### config.mk
export PLATFORM = sky130hd
export DESIGN_NAME = pulse_stretch
export DESIGN_NICKNAME = d
export VERILOG_FILES = /design/src/rtl/pulse_pkg.sv /design/src/rtl/sat_updown_counter.sv /design/src/rtl/pulse_stretch.sv
export SDC_FILE = /design/constraint.sdc
export NUM_CORES = 1
export LEC_CHECK = 0
export ABC_AREA = 0
export BUFFER_PORTS_ARGS = -buffer_cell sky130_fd_sc_hd__buf_2
export CAP_MARGIN = 25
export CORE_AREA = 2 2 39 41
export DETAILED_ROUTE_END_ITERATION = 10
export DIE_AREA = 0 0 41 43
export SYNTH_ARGS = -nofsm -noshare
export SYNTH_HDL_FRONTEND = slang
export SYNTH_SLANG_ARGS = --single-unit
### constraint.sdc
create_clock -name clk -period 1.9 [get_ports clk]
set_input_delay 0.285 -clock clk [delete_from_list [all_inputs] [get_ports clk]]
set_output_delay 0.285 -clock clk [all_outputs]
set_load 0.02 [all_outputs]
### src/rtl/pulse_pkg.sv
// ---------------------------------------------------------------------------
// pulse_pkg
// Shared types and helpers for the pulse stretcher.
//   stretch_state_t : IDLE / HIGH / GAP sequencing of one output pulse
//   cnt_width()     : bit width of the down-counter that times both the
//                     HIGH and GAP phases (must hold the larger of the two)
// ---------------------------------------------------------------------------
package pulse_pkg;

  typedef enum logic [1:0] {
    IDLE = 2'd0,
    HIGH = 2'd1,
    GAP  = 2'd2
  } stretch_state_t;

  // One counter is reused for both phases, so it is sized for the longer one.
  function automatic int cnt_width(input int high_cycles, input int gap_cycles);
    int longest;
    longest = (high_cycles > gap_cycles) ? high_cycles : gap_cycles;
    return $clog2(longest + 1);
  endfunction

endpackage

### src/rtl/sat_updown_counter.sv
// ---------------------------------------------------------------------------
// sat_updown_counter
// Up/down counter that saturates at MAX_COUNT and never wraps below zero.
// Holds the number of strobes waiting to be replayed by the pulse stretcher.
//
// Ports:
//   clk      in   clock
//   reset    in   synchronous, active-high reset (count -> 0)
//   inc      in   add one (ignored when already at MAX_COUNT, unless dec)
//   dec      in   remove one (ignored when already zero, unless inc)
//   count    out  current count
//   full     out  count == MAX_COUNT
//   nonzero  out  count != 0
// ---------------------------------------------------------------------------
module sat_updown_counter
  import pulse_pkg::*;
#(
  parameter int MAX_COUNT = 3,
  parameter int W         = $clog2(MAX_COUNT + 1)
) (
  input  logic         clk,
  input  logic         reset,
  input  logic         inc,
  input  logic         dec,
  output logic [W-1:0] count,
  output logic         full,
  output logic         nonzero
);

  localparam logic [W-1:0] MAX_VAL = W'(MAX_COUNT);

  logic [W-1:0] count_q;
  logic [W-1:0] count_d;

  // Simultaneous inc and dec cancel, so a full counter can still accept a
  // new event in the same cycle one is consumed.
  always_comb begin
    count_d = count_q;
    if (inc && !dec && (count_q != MAX_VAL)) begin
      count_d = count_q + W'(1);
    end else if (dec && !inc && (count_q != '0)) begin
      count_d = count_q - W'(1);
    end
  end

  always_ff @(posedge clk) begin
    if (reset) begin
      count_q <= '0;
    end else begin
      count_q <= count_d;
    end
  end

  assign count   = count_q;
  assign full    = (count_q == MAX_VAL);
  assign nonzero = (count_q != '0);

endmodule

### src/rtl/pulse_stretch.sv
// ---------------------------------------------------------------------------
// pulse_stretch
// Turns each one-cycle strobe into an output pulse exactly HIGH_CYCLES wide,
// followed by at least GAP_CYCLES low cycles. Strobes that arrive while a
// pulse (or its gap) is in progress are either dropped, or - when the
// PULSE_STRETCH_QUEUE_EN macro is defined - counted and replayed back to
// back after each gap.
//
// Parameters:
//   HIGH_CYCLES  output high width in clocks (>=1)
//   GAP_CYCLES   minimum low time between pulses (>=1)
//   QUEUE_MAX    saturation limit of the pending-event counter (>=1)
//
// Ports:
//   clk      in   clock
//   reset    in   synchronous, active-high reset
//   in       in   event strobe; each high cycle is one event
//   out      out  stretched pulse (registered)
//   busy     out  high while in HIGH or GAP (registered)
//   dropped  out  one-cycle flag: an event was discarded
//   pending  out  events queued for replay (0 without the queue feature)
//
// Build option: PULSE_STRETCH_QUEUE_EN enables the pending-event queue.
// Formal properties are compiled under FORMAL.
// ---------------------------------------------------------------------------
module pulse_stretch
  import pulse_pkg::*;
#(
  parameter int HIGH_CYCLES = 8,
  parameter int GAP_CYCLES  = 2,
  parameter int QUEUE_MAX   = 3
) (
  input  logic                           clk,
  input  logic                           reset,
  input  logic                           in,
  output logic                           out,
  output logic                           busy,
  output logic                           dropped,
  output logic [$clog2(QUEUE_MAX+1)-1:0] pending
);

  localparam int CW = cnt_width(HIGH_CYCLES, GAP_CYCLES);
  localparam int PW = $clog2(QUEUE_MAX + 1);

  // The counter is loaded with N-1 so a phase lasts exactly N cycles
  // including the cycle in which cnt reaches zero.
  localparam logic [CW-1:0] HIGH_LOAD = CW'(HIGH_CYCLES - 1);
  localparam logic [CW-1:0] GAP_LOAD  = CW'(GAP_CYCLES - 1);

  stretch_state_t state_q, state_d;
  logic [CW-1:0]  cnt_q, cnt_d;
  logic           out_q, out_d;
  logic           busy_q, busy_d;
  logic           dropped_q, dropped_d;

  // A strobe seen while a pulse is already in flight and not used to start
  // the next pulse directly; it must be queued or dropped.
  logic           stray_event;

`ifdef PULSE_STRETCH_QUEUE_EN
  logic           q_inc;
  logic           q_dec;
  logic           q_full;
  logic           q_nonzero;
  logic [PW-1:0]  q_count;

  sat_updown_counter #(
    .MAX_COUNT (QUEUE_MAX),
    .W         (PW)
  ) u_pending (
    .clk     (clk),
    .reset   (reset),
    .inc     (q_inc),
    .dec     (q_dec),
    .count   (q_count),
    .full    (q_full),
    .nonzero (q_nonzero)
  );
`endif

  // Next-state logic. At the last GAP cycle, a queued event takes
  // precedence over a fresh strobe; the fresh strobe then goes into the
  // queue in place of the one being replayed.
  always_comb begin
    state_d     = state_q;
    cnt_d       = cnt_q;
    stray_event = 1'b0;
    dropped_d   = 1'b0;
`ifdef PULSE_STRETCH_QUEUE_EN
    q_inc       = 1'b0;
    q_dec       = 1'b0;
`endif

    unique case (state_q)
      IDLE: begin
        if (in) begin
          state_d = HIGH;
          cnt_d   = HIGH_LOAD;
        end
      end

      HIGH: begin
        stray_event = in;
        if (cnt_q == '0) begin
          state_d = GAP;
          cnt_d   = GAP_LOAD;
        end else begin
          cnt_d = cnt_q - CW'(1);
        end
      end

      GAP: begin
        if (cnt_q == '0) begin
`ifdef PULSE_STRETCH_QUEUE_EN
          if (q_nonzero) begin
            state_d     = HIGH;
            cnt_d       = HIGH_LOAD;
            q_dec       = 1'b1;
            stray_event = in;
          end else if (in) begin
            state_d = HIGH;
            cnt_d   = HIGH_LOAD;
          end else begin
            state_d = IDLE;
          end
`else
          state_d     = IDLE;
          stray_event = in;
`endif
        end else begin
          cnt_d       = cnt_q - CW'(1);
          stray_event = in;
        end
      end

      default: begin
        state_d = IDLE;
        cnt_d   = '0;
      end
    endcase

    // A full queue can still take an event in the cycle one is replayed,
    // because the increment and decrement cancel.
`ifdef PULSE_STRETCH_QUEUE_EN
    if (stray_event) begin
      if (!q_full || q_dec) begin
        q_inc = 1'b1;
      end else begin
        dropped_d = 1'b1;
      end
    end
`else
    dropped_d = stray_event;
`endif

    out_d  = (state_d == HIGH);
    busy_d = (state_d != IDLE);
  end

  // State, timer and decoded outputs all register together so out/busy
  // carry no combinational path from in.
  always_ff @(posedge clk) begin
    if (reset) begin
      state_q   <= IDLE;
      cnt_q     <= '0;
      out_q     <= 1'b0;
      busy_q    <= 1'b0;
      dropped_q <= 1'b0;
    end else begin
      state_q   <= state_d;
      cnt_q     <= cnt_d;
      out_q     <= out_d;
      busy_q    <= busy_d;
      dropped_q <= dropped_d;
    end
  end

  assign out     = out_q;
  assign busy    = busy_q;
  assign dropped = dropped_q;

`ifdef PULSE_STRETCH_QUEUE_EN
  assign pending = q_count;
`else
  assign pending = '0;
`endif

`ifdef FORMAL
  // Run-length trackers: consecutive high cycles before the current one,
  // and consecutive low cycles before the current one.
  int unsigned f_high_run;
  int unsigned f_low_run;
  logic        f_seen_pulse;

  always_ff @(posedge clk) begin
    if (reset) begin
      f_high_run   <= 0;
      f_low_run    <= 0;
      f_seen_pulse <= 1'b0;
    end else if (out_q) begin
      f_high_run   <= f_high_run + 1;
      f_low_run    <= 0;
      f_seen_pulse <= 1'b1;
    end else begin
      f_high_run   <= 0;
      f_low_run    <= f_low_run + 1;
    end
  end

  a_high_width : assert property (@(posedge clk) disable iff (reset)
    !(out_q && (f_high_run >= HIGH_CYCLES)));

  a_min_gap : assert property (@(posedge clk) disable iff (reset)
    (out_q && (f_high_run == 0) && f_seen_pulse) |-> (f_low_run >= GAP_CYCLES));

  a_pending_max : assert property (@(posedge clk) disable iff (reset)
    (int'(pending) <= QUEUE_MAX));
`endif

endmodule
* After elaboration in Yosys (flattened, before gate mapping)
Index checks and enable logic that the tools add are counted.
W data, S select, Z words.
** Word-level totals
- Register bits :: 9
- Latch bits :: 0
- Bits in writable memories :: 0
- Bits in read-only memories :: 0
- Bits of input ports :: 3
- Word-level logic and storage cells :: 26
- Memories kept :: 0
** Operators by class
- $add $sub $neg :: 1
- $mul :: 0
- Div/mod/pow operators :: 0
- Order comparisons :: 0
- Equal/unequal tests :: 5
- Shift operators :: 0
- Mux-type cells :: 8
- Bitwise operators :: 1
- Reduce and logical (&&, ||, !) cells :: 6
** Operators with widths (number)
- $mux W4 :: 3
- $pmux W4 S3 :: 1
- $mux W2 :: 3
- $pmux W2 S3 :: 1
- $eq A2 B1 Y1 const B :: 2
- $logic_not A4 Y1 :: 1
- $ne A2 B2 Y1 const B :: 2
- $reduce_or A2 Y1 :: 2
- $sub A4 B1 Y4 const B :: 1
- $eq A2 B2 Y1 const B :: 1
- $logic_not A2 Y1 :: 1
- $reduce_and A2 Y1 :: 1
- $reduce_bool A2 Y1 :: 1
- $not A1 Y1 :: 1

* Logic depth before layout (Yosys ltp)
Gate-level depths: netlist of the first run.
- Depth after elaboration :: 4
- Gate-level depth with buffers :: 6
- Mapped depth without buffers :: 5

* Worst setup path before layout of the first run
Ideal clock, no wire load.
- Kind :: reg2reg
- From :: register state_q[0]
- To :: register cnt_q[0]
- Arrival time :: 1.394 ns
- Slack :: 0.376 ns
- Stages on the path, launching flop included :: 6
- Clock period less this slack :: 1.524 ns
- Cell sequence :: dfxtp_1 -> inv_1 -> ha_1 -> or2_2 -> a221oi_1 -> o32ai_1
** Between the ends
- Longest elaborated chain between the ends :: 3
** RTL lines
- start, declared :: line pulse_stretch.sv:50 : stretch_state_t state_q, state_d;
- start signal, assigned :: line pulse_stretch.sv:170 : state_q <= state_d;
- $eq A2 B2 Y1 or $logic_not A2 Y1 (tied branches) :: line pulse_stretch.sv:94 : unique case (state_q)
- $ne A2 B2 Y1 (no line)
- $reduce_and A2 Y1 (no line)
- end signal, assigned :: line pulse_stretch.sv:171 : cnt_q <= cnt_d;
- end, declared :: line pulse_stretch.sv:51 : logic [CW-1:0] cnt_q, cnt_d;
Parallel ways exist; a longest one is shown, timed or not.
A chain may end at the register's enable or synchronous reset.

* Worst setup path after layout of the first run
Same ends and word-level chain as after synthesis.

==> metrics.txt, run 1 <==
WHS Path Cells=3; crit path time final=1.65 ns; post-CTS sizing=0; Core Area=1380 sq um; Starting Density=0.416; worst-case clock buffer depth=2; EDFF count, synth=0; #FFs+latches synth=9; critical setup path kind=flop to flop; R2R depth=5; start of the worst register-to-register path=state_q[0]$_SDFF_PP0_; status=finished clean; DRT Pass-1 Iters=3; remaining global-route overflow=0; Worst Setup End Kind=flop; DR vias/cell=5.51; CP required=2.04 ns; vias in the first global route=451; post-synthesis instance total=64; total wire length=1190 um; Synth Warn #=0; area grow syn2layout=12.2%; Commonest cells post-synth=dfxtp_1 (9), inv_1 (6), ha_1 (5); H-tree levels=1; final design utilization=0.467; Tot GR Track Use=0.163; clk slew on worst S/H paths=0.06 ns; Critical Path AT=1.79 ns; largest net degree at the start of global routing=9; maxcap violations=0; Synth top area share=0.313; Cells after DPL=85; asr flop ratio synth=0; CTS tree=done; final setup skew=~0.0076 ns; fmax=around 600 MHz; dpl hpwl=896 um; final period utilization=0.867; CTS buffer count=3; Slew Viols, Final=0; NumNets Final=82; most frequent cell after synthesis=dfxtp_1; chip width=approximately 40 um; Hold Crit Class=input port to flop; Wirelength per Cell=13.3 um; clk root buf=clkbuf_4; count of cell types in the netlist=32; Initial DRC Count=4; Hold Crit Endpoint=dropped$_SDFF_PP0_; first-pass GRT wire length=between 1500 and 2000 um; CP Max Fanout=8; most area-consuming cells after synthesis=dfxtp_1 (31%), ha_1 (11%), o32ai_1 (4.6%); Top FF cell, synth=dfxtp_1; Post-Syn Area=576 sq um; LEAKAGE=0.000274 uW; crit start category=flop; register area share after synthesis=0.313; share of cells above drive strength 1=0.233; row count=14; min-delay src=in; Die ar.=1760 sq um; Final Hold Fails=0; Port Buffers=5; Synth area leader=dfxtp_1; RR Endpoint=cnt_q[0]$_SDFFE_PP0P_; Hold Buf Count CTS=0; clock tree sinks=9; I/O pin count=8; Reg2Reg Setup Slack=0.25 ns; antenna cells=0; setup TNS=0 ns; number of antenna violations at the first check in global routing=0; Cell Pwr Density=just over 1000 nW/um^2; Final Power=670 uW; clk_lat worst skew=0.27 ns; crit path from=state_q[0]$_SDFF_PP0_; vias=490; worst vdd ir=between 400 and 500 uV; GPL Wtd Cong=approximately 0.76; setup violators final=0; Post-DRT Antenna Nets=0; drt drc=0; syn avg cell area=around 9 sq um; Finished Layout Cells=89; RSZ-0062 raised after global routing=no; Die Y=approximately 43 um; postcts setup bufs=0
cell usage in the layout, fill, tap and decap left out, types with 3 or more instances in the layout:
cell and count:
a21oi_1 4, buf_2 5, clkbuf_4 3, dfxtp_1 9
ha_1 5, inv_1 6, nor2_1 4, o32ai_1 3
or2_2 3
layout make-up:
type,count,area (sq um)
flip-flops and latches,9,180
clock buffers,4,26.3
multi-input cells,47,357
repair buffers,7,40.0
fillers,144,738
inverters,6,22.5
well taps,16,20.0
routing by layer:
metal  global-route usage  vias up  wire length [um]
li1                     -      246                 -
met4                0.120        0                42
met1                0.218      231               560
met3               0.0314        5                40
met5                    0        -                 0
met2                0.222        8               543
sequential cells by signal, indices dropped and copies added (netlist names):
register and cells:
dropped 1, busy 1, cnt_q 4, out 1, state_q 2
through the flow:
| step | hold slack [ns] | area [sq um] | setup WS (ns) |
|---|---|---|---|
| after floorplan | 0.357 | 579 | 0.376 |
| after global placement | 0.499 | 619 | 0.282 |
| after detailed placement | 0.498 | 619 | 0.288 |
| after CTS | 0.292 | 646 | 0.266 |
| after global routing | 0.303 | 646 | 0.183 |
| final | 0.291 | 646 | 0.253 |
worst max-delay path by stage:
| stage | slack [ns] | depth (start not counted) | endpoint |
|---|---|---|---|
| floorplan | 0.38 | 5 | cnt_q[0]$_SDFFE_PP0P_ |
| global placement | 0.28 | 5 | out$_SDFF_PP0_ |
| detailed placement | 0.29 | 5 | cnt_q[0]$_SDFFE_PP0P_ |
| CTS | 0.27 | 5 | cnt_q[0]$_SDFFE_PP0P_ |
| global route | 0.18 | 5 | out$_SDFF_PP0_ |
| finish | 0.25 | 5 | cnt_q[0]$_SDFFE_PP0P_ |
where the power goes:
group,leakage (uW),switching (uW),internal [uW]
Clock,0.0000150,71.2,81.1
Combinational,0.000185,156,121
Sequential,0.0000743,20.0,221
Total,0.000274,247,423
worst max-delay path, stage by stage (launching register included):
cell	delay (ns)
dfxtp_1	0.37
inv_1	0.08
ha_1	0.30
or2_2	0.35
a221oi_1	0.30
o32ai_1	0.11
kinds of logic after synthesis:
group | share of synthesized area
other | 0.00652
AOI/OAI and AO/OA | 0.285
buffers and inverters | 0.0739
adders and majority gates | 0.109
DFF | 0.313
and+or+nand+nor | 0.213
Power figures use the tool's default switching activity.
==> run 2: changes to the inputs <==
--- a/config.mk
+++ b/config.mk
@@ -11,6 +11,7 @@
 export CORE_AREA = 2 2 39 41
 export DETAILED_ROUTE_END_ITERATION = 10
 export DIE_AREA = 0 0 41 43
+export PLACE_DENSITY_LB_ADDON = 0.12
 export SYNTH_ARGS = -nofsm -noshare
 export SYNTH_HDL_FRONTEND = slang
 export SYNTH_SLANG_ARGS = --single-unit
==> run 2 against run 1 <==
  * Wire length down 1.6%
  * Register-to-register slack about the same
  * Critical path type unchanged
  * Cell count unchanged
  * Sequential cell count unchanged
  * Worst setup slack better by 0.012 ns
  * Hold slack worse by 0.011 ns
  * Count of clock-buffer cells in the layout unchanged
  * Sequential share of layout area unchanged
  * Highest routed layer unchanged
  * Largest cell class unchanged
  * Sequential power about the same
  * Clock power about the same
==> metrics.txt, run 2 (synthesis results as in run 1) <==
biggest regs=cnt_q: 4 flops, state_q: 2 flops; max FFs per register=4 (unchanged); post-CTS sizing=0 (unchanged); CP Max Fanout=7 (-1); Psw=251 uW (+1.5%); CTS buffer count=3 (unchanged); Slew Viols, Final=0 (unchanged); vias in the first global route=505 (+12%); Logic pwr share=0.417 (+0.003); clk slew on worst S/H paths=0.07 ns (about the same); crit path cell chain=inv_1 > ha_1 > or2_2 > a221oi_1 > o32ai_1; Clock power frac=0.225 (-0.002); largest stage delay on the critical path=0.39 ns (+0.02 ns); final setup skew=0.00962 ns (+0.00206 ns); maxcap violations=0 (unchanged); Die ar.=1760 sq um (unchanged); fmax=611 MHz (+0.72%); first-pass GRT wire length=2080 um (+11%); Core Area=1380 sq um (unchanged); GPL Wtd Cong=0.861 (+14%); total wire length=1170 um (-1.6%); Multi-input gate area=357 sq um (unchanged); chip width=41 um (unchanged); WHS=0.280 ns (-0.0112 ns); share of cells above drive strength 1=0.233 (unchanged); NumNets Final=82 (unchanged); met3 Track Usage GR=0.0471 (+0.0157); dpl hpwl=886 um (-1.1%); Hold Crit Class=input port to flop; Starting Density=0.416 (unchanged); Largest Register=cnt_q; clk_lat worst skew=0.27 ns (about the same); setup TNS=0 ns (unchanged); area grow syn2layout=12.2% (unchanged); clock tree sinks=9 (unchanged); setup violators final=0 (unchanged); crit start category=flop; CTS tree=done; clk root buf=clkbuf_4; Worst Setup End Kind=flop; Port Buffers=5 (unchanged); sw frac=0.371 (+0.00274); WP buf/inv=1 (unchanged); worst vdd ir=377 uV (-18%); LEAKAGE=0.000274 uW (unchanged); Tot GR Track Use=0.174 (+0.0104); sequential share of power=0.359 (about the same); slowest CP cell=dfxtp_1; H-tree levels=1 (unchanged); internal power=424 uW (+0.28%); grt met1 use=0.230 (+0.0113); vias=490 (unchanged); worst-case clock buffer depth=2 (unchanged); gr busiest metal=met2; Die Y=43 um (unchanged); Wirelength per Cell=13.1 um (-1.6%); number of antenna violations at the first check in global routing=0 (unchanged); Critical Path AT=1.78 ns (about the same); drt drc=0 (unchanged); RSZ-0062 raised after global routing=no; postcts setup bufs=0 (unchanged); Final Hold Fails=0 (unchanged); fill count=141 (-2.1%); remaining global-route overflow=0 (unchanged); Initial DRC Count=10 (+6); DRT Pass-1 Iters=2 (-1); status=finished clean; Post-DRT Antenna Nets=0 (unchanged); row count=14 (unchanged); Hold Buf Count CTS=0 (unchanged); CP required=2.05 ns (about the same); largest net degree at the start of global routing=9 (unchanged); antenna cells=0 (unchanged); I/O pin count=8 (unchanged); DR vias/cell=5.51 (unchanged); crit path time final=1.64 ns (-0.0117 ns); GR Util met2=0.244 (+0.0219); commonest cells after routing, fill and taps aside=dfxtp_1 (9), inv_1 (6), ha_1 (5), buf_2 (5); most common cell after layout, fill and taps aside=dfxtp_1; Storage cell area=180 sq um (unchanged); Cell Pwr Density=1050 nW/um^2 (+0.72%); critical setup path kind=flop to flop; CP top delay family=compound AO/OA/AOI/OAI gates; final period utilization=0.861 (-0.00617)
## run 2: cell counts in the layout (fill, tap and decap cells not counted)
Identical to the previous run, type by type.
## run 2: worst paths after layout
path,start,to,slack [ns],cells past startpoint
setup / recovery,state_q[1]$_SDFF_PP0_,cnt_q[0]$_SDFFE_PP0P_,0.26,5
hold / removal,in,dropped$_SDFF_PP0_,0.28,3
setup reg to reg,state_q[1]$_SDFF_PP0_,cnt_q[0]$_SDFFE_PP0P_,0.26,5
hold reg to reg,cnt_q[1]$_SDFFE_PP0P_,cnt_q[1]$_SDFFE_PP0P_,0.52,2
## run 2: per-layer routing
| metal | vias up | wire length [um] |
|---|---|---|
| met2 | 11 | 551 |
| met3 | 7 | 37 |
| met4 | 0 | 34 |
| met5 | - | 0 |
| li1 | 248 | - |
| met1 | 224 | 545 |
## run 2: area by class of cell
cell class / count / area share
multi-input cells: 47 / 0.552
flip-flops and latches: 9 / 0.279
repair buffers: 7 / 0.0620
clock buffers: 4 / 0.0407
inverters: 6 / 0.0349
well taps: 16 / 0.0310
## run 2: power by group through the flow
stage | Combinational [uW] | Clock [uW] | Sequential (uW)
final | 281 | 152 | 242
after global routing | 313 | 164 | 248
after CTS | 282 | 158 | 242
after detailed placement | 279 | 0 | 246
after global placement | 283 | 0 | 245
after floorplan | 198 | 0 | 255
## run 2: tightest hold or removal path: stages
cell     delay, ns
buf_2         0.12
nand2_1       0.06
nor2_1        0.03
## run 2: through the flow
stage	setup WS (ns)	cells	instance area, sq um	power, uW	utilization
after CTS	0.262	89	646	681	0.467
after detailed placement	0.287	85	619	524	0.448
after floorplan	0.376	65	579	453	-
after global placement	0.278	85	619	528	0.448
final	0.264	89	646	675	0.467
after global routing	0.144	89	646	724	0.467
==> run 3: changes to the inputs <==
--- a/config.mk
+++ b/config.mk
@@ -12,6 +12,8 @@
 export DETAILED_ROUTE_END_ITERATION = 10
 export DIE_AREA = 0 0 41 43
 export PLACE_DENSITY_LB_ADDON = 0.12
+export REMOVE_ABC_BUFFERS = 1
+export SLEW_MARGIN = 20
 export SYNTH_ARGS = -nofsm -noshare
 export SYNTH_HDL_FRONTEND = slang
 export SYNTH_SLANG_ARGS = --single-unit
==> constraint.sdc (replaced) <==
create_clock -name clk -period 1.9 [get_ports clk]
set_input_delay 0.095 -clock clk [delete_from_list [all_inputs] [get_ports clk]]
set_output_delay 0.095 -clock clk [all_outputs]
set_load 0.02 [all_outputs]
==> run 3 against run 2 <==
  * Die area unchanged
  * Worst setup slack better by 0.033 ns
  * Global-route usage fell by 0.86 points
  * Clock power barely moved
  * First-iteration DRC count decreased by 30%
  * Design area is the same
  * Sequential cell count unchanged
  * Power down 2.8%
  * Fmax is 2.1% higher
  * Register-to-register slack improved by 0.03 ns
  * Sequential power about the same
  * Critical endpoint unchanged
==> metrics.txt, run 3 (synthesis results as in run 1) <==
status=finished clean; CTS tree=done; WHS=0.0930 ns (-0.187 ns); dpl hpwl=912 um (+3.0%); biggest regs=cnt_q: 4 flops, state_q: 2 flops; chip width=41 um (unchanged); Final Power=656 uW (-2.8%); clk root buf=clkbuf_4; DRT Pass-1 Iters=2 (unchanged); fill count=144 (+2.1%); worst-case clock buffer depth=2 (unchanged); I/O pin count=8 (unchanged); vias in the first global route=451 (-11%); Cell Pwr Density=1020 nW/um^2 (-2.8%); largest stage delay on the critical path=0.38 ns (about the same); GPL Wtd Cong=0.749 (-13%); Post-DRT Antenna Nets=0 (unchanged); total wire length=1150 um (-1.2%); remaining global-route overflow=0 (unchanged); Cells after DPL=85 (unchanged); WP buf/inv=1 (unchanged); CTS buffer count=3 (unchanged); LEAKAGE=0.000275 uW (+0.17%); Hold Crit Class=input port to flop; worst vdd ir=486 uV (+29%); metal1 wirelength=533 um (-2.2%); crit path cell chain=inv_1 > ha_1 > or2_2 > a221oi_1 > o32ai_1; crit path time final=1.60 ns (-0.0332 ns); crit start category=flop; Hold Buf Count CTS=0 (unchanged); final setup skew=0.00391 ns (-0.00571 ns); Largest Register=cnt_q; most common cell after layout, fill and taps aside=dfxtp_1; slowest CP cell=dfxtp_1; Final Hold Fails=0 (unchanged); min-delay src=reset; Worst Setup End Kind=flop; share of cells above drive strength 1=0.233 (unchanged); R2R depth=5 (unchanged); CP Max Fanout=7 (unchanged); DR top layer=met4; Met3 Wirelength=58 um (+57%); RSZ-0062 raised after global routing=no; setup TNS=0 ns (unchanged); fmax=624 MHz (+2.1%); Tot GR Track Use=0.165 (-0.00858); Wirelength per Cell=13.0 um (-1.2%); Die ar.=1760 sq um (unchanged); clk_lat worst skew=0.26 ns (about the same); post-CTS sizing=0 (unchanged); final period utilization=0.843 (-0.0175); final design utilization=0.467 (unchanged); CP required=2.05 ns (about the same); Port Buffers=5 (unchanged); clk slew on worst S/H paths=0.06 ns (about the same); critical setup path kind=flop to flop; Die Y=43 um (unchanged); DR vias/cell=5.43 (-1.4%); first-pass GRT wire length=1920 um (-7.9%); Met2 Routed Length=540 um (-2.0%); setup violators final=0 (unchanged); max FFs per register=4 (unchanged); Critical Path AT=1.75 ns (-0.03 ns); Reg2Reg Setup Slack=0.30 ns (+0.03 ns); vias=483 (-1.4%); drt drc=0 (unchanged); antenna cells=0 (unchanged); CP top delay family=compound AO/OA/AOI/OAI gates; WHS Path Cells=2 (-1); clock tree sinks=9 (unchanged); area grow syn2layout=12.2% (unchanged); commonest cells after routing, fill and taps aside=dfxtp_1 (9), inv_1 (6), ha_1 (5), buf_2 (5); maxcap violations=0 (unchanged); row count=14 (unchanged); Hold Crit Endpoint=dropped$_SDFF_PP0_; Core Area=1380 sq um (unchanged); start of the worst register-to-register path=state_q[1]$_SDFF_PP0_; NumNets Final=82 (unchanged); number of antenna violations at the first check in global routing=0 (unchanged); RR Endpoint=cnt_q[0]$_SDFFE_PP0P_; postcts setup bufs=0 (unchanged); largest net degree at the start of global routing=9 (unchanged); Finished Layout Cells=89 (unchanged); Slew Viols, Final=0 (unchanged); Initial DRC Count=7 (-3); H-tree levels=1 (unchanged); Starting Density=0.416 (unchanged)
==> run 3: metrics by stage <==
step | worst slack [ns] | area [sq um]
final | 0.298 | 646
after global routing | 0.165 | 646
after CTS | 0.275 | 646
after detailed placement | 0.286 | 619
after global placement | 0.288 | 619
after floorplan | 0.376 | 559
==> run 3: worst max path at each step <==
stage	start	endpoint	slack, ns	cells past startpoint
5_1_grt	cnt_q[0]$_SDFFE_PP0P_	cnt_q[0]$_SDFFE_PP0P_	0.16	5
3_3_place_gp	state_q[1]$_SDFF_PP0_	cnt_q[0]$_SDFFE_PP0P_	0.29	5
2_1_floorplan	state_q[0]$_SDFF_PP0_	cnt_q[0]$_SDFFE_PP0P_	0.38	5
6_report	state_q[1]$_SDFF_PP0_	cnt_q[0]$_SDFFE_PP0P_	0.30	5
4_1_cts	state_q[1]$_SDFF_PP0_	cnt_q[0]$_SDFFE_PP0P_	0.27	5
3_5_place_dp	state_q[1]$_SDFF_PP0_	cnt_q[0]$_SDFFE_PP0P_	0.29	5
==> run 3: report_power, final <==
part	switching (uW)	internal, uW
sequential	20.9	221
combinational	151	114
clock	67.7	81.0
==> run 3: layer usage <==
layer	vias to the layer above	track usage
met5	-	0
met4	0	0.0800
met3	4	0.0628
met2	9	0.241
met1	222	0.205
li1	248	-
==> run 3: layout make-up <==
cell class              instances  area [sq um]  share of cell area
clock buffers                   4          26.3              0.0407
inverters                       6          22.5              0.0349
flip-flops and latches          9           180               0.279
repair buffers                  7          40.0              0.0620
well taps                      16          20.0              0.0310
multi-input cells              47           357               0.552
